<file path="config.mk">
export PLATFORM = sky130hd
export DESIGN_NAME = mem_responder_flat
export DESIGN_NICKNAME = d
export VERILOG_FILES = /design/src/rtl/mem_responder_if.sv /design/src/rtl/mem_responder.sv /design/src/flat_wrapper.sv
export SDC_FILE = /design/constraint.sdc
export NUM_CORES = 2
export LEC_CHECK = 0
export ABC_CLOCK_PERIOD_IN_PS = 4800
export BUFFER_PORTS_ARGS = -buffer_cell sky130_fd_sc_hd__buf_2
export CAP_MARGIN = 20
export CORE_MARGIN = 10
export CORE_UTILIZATION = 60
export CTS_BUF_LIST = sky130_fd_sc_hd__clkbuf_16
export CTS_CLUSTER_SIZE = 10
export DETAILED_ROUTE_END_ITERATION = 10
export HOLD_SLACK_MARGIN = 0.1
export PLACE_DENSITY = 0.76
export SYNTH_ARGS = -nofsm -noshare
export SYNTH_HDL_FRONTEND = slang
export SYNTH_SLANG_ARGS = --single-unit
</file>
<file path="constraint.sdc">
create_clock -name clk -period 4.8 [get_ports clk]
set_input_delay 0 -clock clk [delete_from_list [all_inputs] [get_ports clk]]
set_output_delay 0 -clock clk [all_outputs]
set_load 0.05 [all_outputs]
</file>
<file path="src/rtl/mem_responder_if.sv">
// mem_responder_if: request/response bundle between a datapath and mem_responder
interface mem_responder_if;
  logic req;
  logic we;
  logic [31:0] Adr;
  logic [3:0] byteEnable;
  logic [31:0] WriteData;
  logic [31:0] ReadData;
  logic ready;
  logic busy;
  logic err;
  modport master (output req, we, Adr, byteEnable, WriteData, input ReadData, ready, busy, err);
  modport slave (input req, we, Adr, byteEnable, WriteData, output ReadData, ready, busy, err);
endinterface

</file>
<file path="src/rtl/mem_responder.sv">
// mem_responder: word memory slave with fixed wait states, byte-lane writes and an out-of-range flag
module mem_responder #(
  parameter int DEPTH_WORDS = 64,
  parameter int WAIT_CYCLES = 2
) (
  input logic clk,
  input logic reset,
  mem_responder_if.slave bus
);
  localparam int AW = DEPTH_WORDS > 1 ? $clog2(DEPTH_WORDS) : 1;
  typedef enum logic [1:0] {IDLE, WAIT, RESP} state_t;
  state_t state, state_nx;
  logic [3:0] cnt, cnt_nx, c_be, a_be;
  logic [29:0] c_idx, a_idx;
  logic [31:0] c_wd, a_wd, rdata;
  logic c_we, a_we, accept, a_oor, commit;
  logic [31:0] mem [DEPTH_WORDS];
  // In IDLE the access comes straight off the bus, so a zero-wait access commits on its accepting edge
  always_comb begin
    accept = state == IDLE && bus.req;
    a_we = accept ? bus.we : c_we;
    a_idx = accept ? bus.Adr[31:2] : c_idx;
    a_be = accept ? bus.byteEnable : c_be;
    a_wd = accept ? bus.WriteData : c_wd;
    a_oor = a_idx >= 30'(DEPTH_WORDS);
    state_nx = state == IDLE ? (bus.req ? (WAIT_CYCLES == 0 ? RESP : WAIT) : IDLE)
             : state == WAIT ? (cnt == 4'd1 ? RESP : WAIT)
             : IDLE;
    cnt_nx = accept ? 4'(WAIT_CYCLES) : state == WAIT ? cnt - 4'd1 : cnt;
    commit = state_nx == RESP;
    bus.ready = state == RESP;
    bus.busy = state != IDLE;
    bus.err = state == RESP && c_idx >= 30'(DEPTH_WORDS);
    bus.ReadData = rdata;
  end
  // Storage sits outside the reset branch: reset aborts a pending commit but never clears contents
  always_ff @(posedge clk or posedge reset)
    if (reset) begin
      state <= IDLE;
      cnt <= '0;
      c_we <= 1'b0;
      c_idx <= '0;
      c_be <= '0;
      c_wd <= '0;
      rdata <= '0;
    end else begin
      state <= state_nx;
      cnt <= cnt_nx;
      if (accept) begin
        c_we <= bus.we;
        c_idx <= bus.Adr[31:2];
        c_be <= bus.byteEnable;
        c_wd <= bus.WriteData;
      end
      if (commit && !a_we) rdata <= a_oor ? '0 : mem[a_idx[AW-1:0]];
      if (commit && a_we && !a_oor)
        for (int i = 0; i < 4; i++)
          if (a_be[i]) mem[a_idx[AW-1:0]][8*i +: 8] <= a_wd[8*i +: 8];
    end
endmodule

</file>
<file path="src/flat_wrapper.sv">
// flat-port wrapper written by rule: the top's interface ports become plain ports
module mem_responder_flat 
#(
  parameter int DEPTH_WORDS = 64,
  parameter int WAIT_CYCLES = 2
)
  (clk, reset, bus_req, bus_we, bus_Adr, bus_byteEnable, bus_WriteData, bus_ReadData, bus_ready, bus_busy, bus_err);
  mem_responder_if bus_i ();
  input logic clk;
  input logic reset;
  input wire logic [$bits(bus_i.req)-1:0] bus_req;
  input wire logic [$bits(bus_i.we)-1:0] bus_we;
  input wire logic [$bits(bus_i.Adr)-1:0] bus_Adr;
  input wire logic [$bits(bus_i.byteEnable)-1:0] bus_byteEnable;
  input wire logic [$bits(bus_i.WriteData)-1:0] bus_WriteData;
  output wire logic [$bits(bus_i.ReadData)-1:0] bus_ReadData;
  output wire logic [$bits(bus_i.ready)-1:0] bus_ready;
  output wire logic [$bits(bus_i.busy)-1:0] bus_busy;
  output wire logic [$bits(bus_i.err)-1:0] bus_err;
  assign bus_i.req = bus_req;
  assign bus_i.we = bus_we;
  assign bus_i.Adr = bus_Adr;
  assign bus_i.byteEnable = bus_byteEnable;
  assign bus_i.WriteData = bus_WriteData;
  assign bus_ReadData = bus_i.ReadData;
  assign bus_ready = bus_i.ready;
  assign bus_busy = bus_i.busy;
  assign bus_err = bus_i.err;
  mem_responder #(.DEPTH_WORDS(DEPTH_WORDS), .WAIT_CYCLES(WAIT_CYCLES)) u_core (.clk(clk), .reset(reset), .bus(bus_i));
endmodule
</file>
Yosys cells after proc, flatten, opt, wreduce, memory -nomap -nowiden
Memories as Yosys holds them, arrays and structs flattened.
Cells that the tools add are included.
Widths: inputs -> output; s select.
- register bits: 105
- bits in writable memories: 2048
- output and inout port bits: 35
- memories kept: 1
- add/subtract/negate cells: 1
- order comparisons: 2
- equality and inequality tests: 4
- multiplexer cells: 23
- reduce and logical (&&, ||, !) cells: 15
- memory list (name ; depth ; width ; rd ports ; clocked after memory_dff ; wr ports ; line ; RTL):
    u_core.mem ; 64 ; 32 ; 1 ; 0 ; 1 ; mem_responder.sv:17 ; logic [31:0] mem [DEPTH_WORDS];
- operators with widths (cell ; number):
    $mux 32 ; 2
    $ge 30x7->1 const B ; 2
    $mux 30 ; 1
    $mux 1 ; 14
    $mux 4 ; 3
    $logic_and 1x1->1 ; 9
    $mux 2 ; 3
    $eq 2x2->1 const B ; 2
    $eq 4x1->1 const B ; 1
    $reduce_bool 2->1 ; 2
    $sub 4x1->4 const B ; 1
    $logic_not 1->1 ; 3
    $eq 2x1->1 const B ; 1
    $logic_not 2->1 ; 1

Depth between registers and ports, before layout
- depth after elaboration: 10
- gate-level depth with buffers: 13

Least setup slack after synthesis
Ideal clock, no wire load.
- path type: in2reg
- start: input reset
- end: memory u_core.mem[10][24] (enable)
- setup time: 0.383 ns
- arrival time: 3.792 ns
- setup slack: 0.624 ns
- stages on the path: 7
- path buffers: 2
- cell sequence: inv_1 > nand3_1 > or2_2 > nand2b_1 > buf_2 > buf_1 > nor3_1
- cells in the longest elaborated chain, start to end: 3
- RTL lines (element ; line ; RTL):
    from (decl) ; flat_wrapper.sv:10 ; input logic reset;
    $logic_not 1->1 (no line) ; -- ;
    $logic_and 1x1->1 (implied by the code) ; mem_responder.sv:58 ; if (a_be[i]) mem[a_idx[AW-1:0]][8*i +: 8] <= a_wd[8*i +: 8];
    $mux 1 (implied by the code) ; mem_responder.sv:58 ;
    to (decl) ; mem_responder.sv:17 ;
Every way passes these cells.

Final worst setup path
- start: register u_core.state[0]
- end: memory u_core.mem[31][10] (enable)
- RTL lines (element ; line ; RTL):
    from (decl) ; mem_responder.sv:12 ; state_t state, state_nx;
    from (signal assigned) ; mem_responder.sv:47 ; state <= state_nx;
    $logic_not 2->1 ; mem_responder.sv:20 ; accept = state == IDLE && bus.req;
    $logic_and 1x1->1 ; mem_responder.sv:20 ;
    $mux 1 ; -- ;
    net u_core.a_we ; mem_responder.sv:16 ; logic c_we, a_we, accept, a_oor, commit;
    $logic_and 1x1->1 (2 in a row) ; mem_responder.sv:56 ; if (commit && a_we && !a_oor)
    $mux 1 ; mem_responder.sv:56 ;
    $logic_and 1x1->1 (implied by the code) ; mem_responder.sv:58 ;
    $mux 1 (implied by the code) ; mem_responder.sv:58 ;
The timed path passes the listed nets, and every way through them passes these cells.

==> results.yml <==
run_status:
  outcome: "completed"
sta:
  fin_skew_ns: 0.0473
  drv_slew: 0
  period_minus_slack_ns: 4.47
  grt_setup_unrepaired: "false"
  timing.final.crit_share: 0.931
  finalSetupViolCount: 0
  tightest_slew_ns: 1.17
  max_freq_ghz: 0.224
  final_hold_viol_count: 0
  slew_headroom: 0.219
  whs_ns: 0.185
  tns_ns: 0
placed_design:
  port_buffers: 104
  hpwlAfterDp_um: 123000
  place_congestion: 0.857
finish:
  most-common-layout-cells: "edfxtp_1, o22ai_1, buf_4"
  nNetsFinal: 5439
  area_delta_synth_final_pct: 17.0
  final_util: 0.706
  drive_above_1_share: 0.162
  layout_commonest_cell: "edfxtp_1"
logic_synthesis:
  synth_cell_types: 55
  synth_area_leader_cell: "edfxtp_1"
  synth.avg_cell_area_um2: 16.6
  async_flop_share: 0.0488
  synthCells: 4773
  synth_top_area_share: 0.778
  yosys_warnings: 0
  synthesis.area_um2: 79100
  yosysSeqAreaShare: 0.811
  synth_fp_nets: 4847
  ys_ff_latch: 2153
  synth_edf_count: 2048
  synth_area_leaders: "edfxtp_1, o22ai_1, dfrtp_1, nor3_1, o221ai_1"
  synth_flop_cell: "edfxtp_1"
critical_path:
  path_cells: "nor3b_2 > nand2_1 > dlygate4sd3_1 > nand2_1 > nand3_1 > or2_2 > nand2b_2 > buf_4 > nor3_1 > buf_4"
  worstPathArrival_ns: 5.01
  end_kind: "flop"
  worstSetupPathType: "flop to flop"
  critPathMaxStageDelay_ns: 0.73
  setup.worst_path.start_class: "flop"
  crit_fanout: 37
  crit_path_top_delay_cell: "nand2b_2"
  rrSetupSlack_ns: 0.33
  cp.required_ns: 5.34
floorplan:
  dieArea_um2: 147000
  die_x_um: 383
  core_area_um2: 131000
  start_util: 0.603
  die_h_um: 383
  rows: 133
  io_pins: 107
routing:
  drc: 0
  ant_nets: 0
  drt_iter0_drc: 7900
  wl_per_cell_um: 29.9
  viasPerCell: 6.93
  dr.pass1.iters: 8
  via_count: 50571
  drt-total-wl_um: 218000
cts:
  numCtsBuffers: 233
  cts.sinks: 2153
  cts_resized: 0
  insertion_delay_ns: 0.86
  cts-root-buf: "clkbuf_16"
  path_clk_slew_ns: 0.06
  cts_tree: "yes"
  clock_path_buffers: 3
  htreeDepth: 4
global_route:
  antenna_found_initial: 11
  grt-ovfl-total: 0
  grt_start_max_net_pins: 111
  grt_pass1_wl_um: 319000
  grt_use_total: 0.288
  grt_pass1_vias: 49729
min_path:
  worstHoldPathType: "input port to flop"
pwr:
  power_density_nw_per_um2: 602
  power.leakage_uw: 0.0310
  finalPower_uw: 55700
  ir_drop_mv: 0.623
run:
  max_cap_viol_count: 0
==> cell families (layout without fill, tap and decap cells) <==
group | after synthesis | count (layout) | share of synthesized area
AOI/OAI and AO/OA | 1242 | 1242 | 0.107
xor gates and xnor gates | 1 | 1 | 0.000111
adders and majority gates | 2 | 2 | 0.000316
buffers and inverters | 361 | 1123 | 0.0204
DFF | 2153 | 2153 | 0.811
muxes | 20 | 20 | 0.00337
other | 0 | 9 | 0
and+or+nand+nor | 994 | 994 | 0.0574
==> worst paths after layout <==
path	from	depth (start not counted)	to
min in group asynchronous	reset	4	u_core.c_wd[25]
setup reg to reg	u_core.state[0]	10	u_core.mem[31][10]
hold / removal	bus_WriteData[0]	3	u_core.c_wd[0]
max in group asynchronous	reset	5	u_core.bus.ReadData[8]
setup / recovery	u_core.state[0]	10	u_core.mem[31][10]
hold reg to reg	u_core.c_idx[16]	2	u_core.c_idx[16]
==> cell usage after synthesis, types with 3 or more instances <==
| library cell | number |
|---|---|
| mux2_2 | 6 |
| a221oi_1 | 8 |
| or3_1 | 11 |
| mux2i_4 | 4 |
| edfxtp_1 | 2048 |
| a31oi_1 | 24 |
| nor4_1 | 30 |
| o211ai_1 | 5 |
| buf_1 | 70 |
| inv_1 | 8 |
| o21ai_0 | 5 |
| mux2i_1 | 8 |
| and3_1 | 8 |
| or4_1 | 6 |
| nand2b_1 | 7 |
| nand3b_1 | 5 |
| buf_6 | 7 |
| nor3b_1 | 6 |
| o2111ai_1 | 3 |
| nand2_1 | 282 |
| o22a_1 | 128 |
| nand3_1 | 23 |
| buf_4 | 19 |
| dfrtp_1 | 105 |
| o22ai_1 | 749 |
| o31ai_1 | 25 |
| nor2_1 | 182 |
| a21oi_1 | 97 |
| nor3_1 | 421 |
| buf_2 | 108 |
| a22o_1 | 28 |
| nor2b_1 | 3 |
| o221ai_1 | 141 |
| a22oi_1 | 16 |
| clkbuf_1 | 148 |
==> metal layers <==
layer | GRT usage | share of wire
met1 | 0.392 | 0.35
met2 | 0.450 | 0.47
met3 | 0.0579 | 0.13
met4 | 0.136 | 0.048
met5 | 0 | 0.00013
==> through the flow <==
stage	cell area [µm²]	worst slack [ns]	cells
2_1_floorplan	79100	0.624	4773
3_3_place_gp	84300	0.733	6740
3_5_place_dp	84400	0.689	6744
4_1_cts	92200	0.510	7271
5_1_grt	92500	0.222	7297
6_report	92500	0.331	7299
==> area by class of cell <==
type,instances,area [µm²]
Antenna cell,9,22.5
Clock buffer,236,5910
Clock inverter,169,692
Fill cell,7726,38600
Inverter,9,38.8
Multi-Input combinational cell,2259,13600
Sequential cell,2153,64100
Tap cell,1755,2200
Timing Repair Buffer,709,5940
==> sequential cells by signal, indices dropped and copies added (netlist names) <==
signal and count:
u_core.bus.ReadData 32, u_core.c_be 4, u_core.c_idx 30, u_core.c_wd 32, u_core.c_we 1, u_core.cnt 4, u_core.mem 2048, u_core.state 2
==> critical path: cells and delay by family (launching register included) <==
kind | cells | cell delay, ns
buffers and inverters | 3 | 1.32
AND/OR/NAND/NOR | 7 | 2.40
flip-flops | 1 | 0.42
==> power by group <==
part,switching (µW),internal [µW]
registers,209,23800
logic,11700,4330
clock network,6870,8720
total,18800,36900
==> repair_timing <==
| action | 4_1_cts | 5_1_grt |
|---|---|---|
| hold buffers | 122 | 10 |
| hold endpoints to repair | 801 | 445 |
| setup buffers | 0 | 0 |
Note: power is estimated with default switching activity, not from simulation.
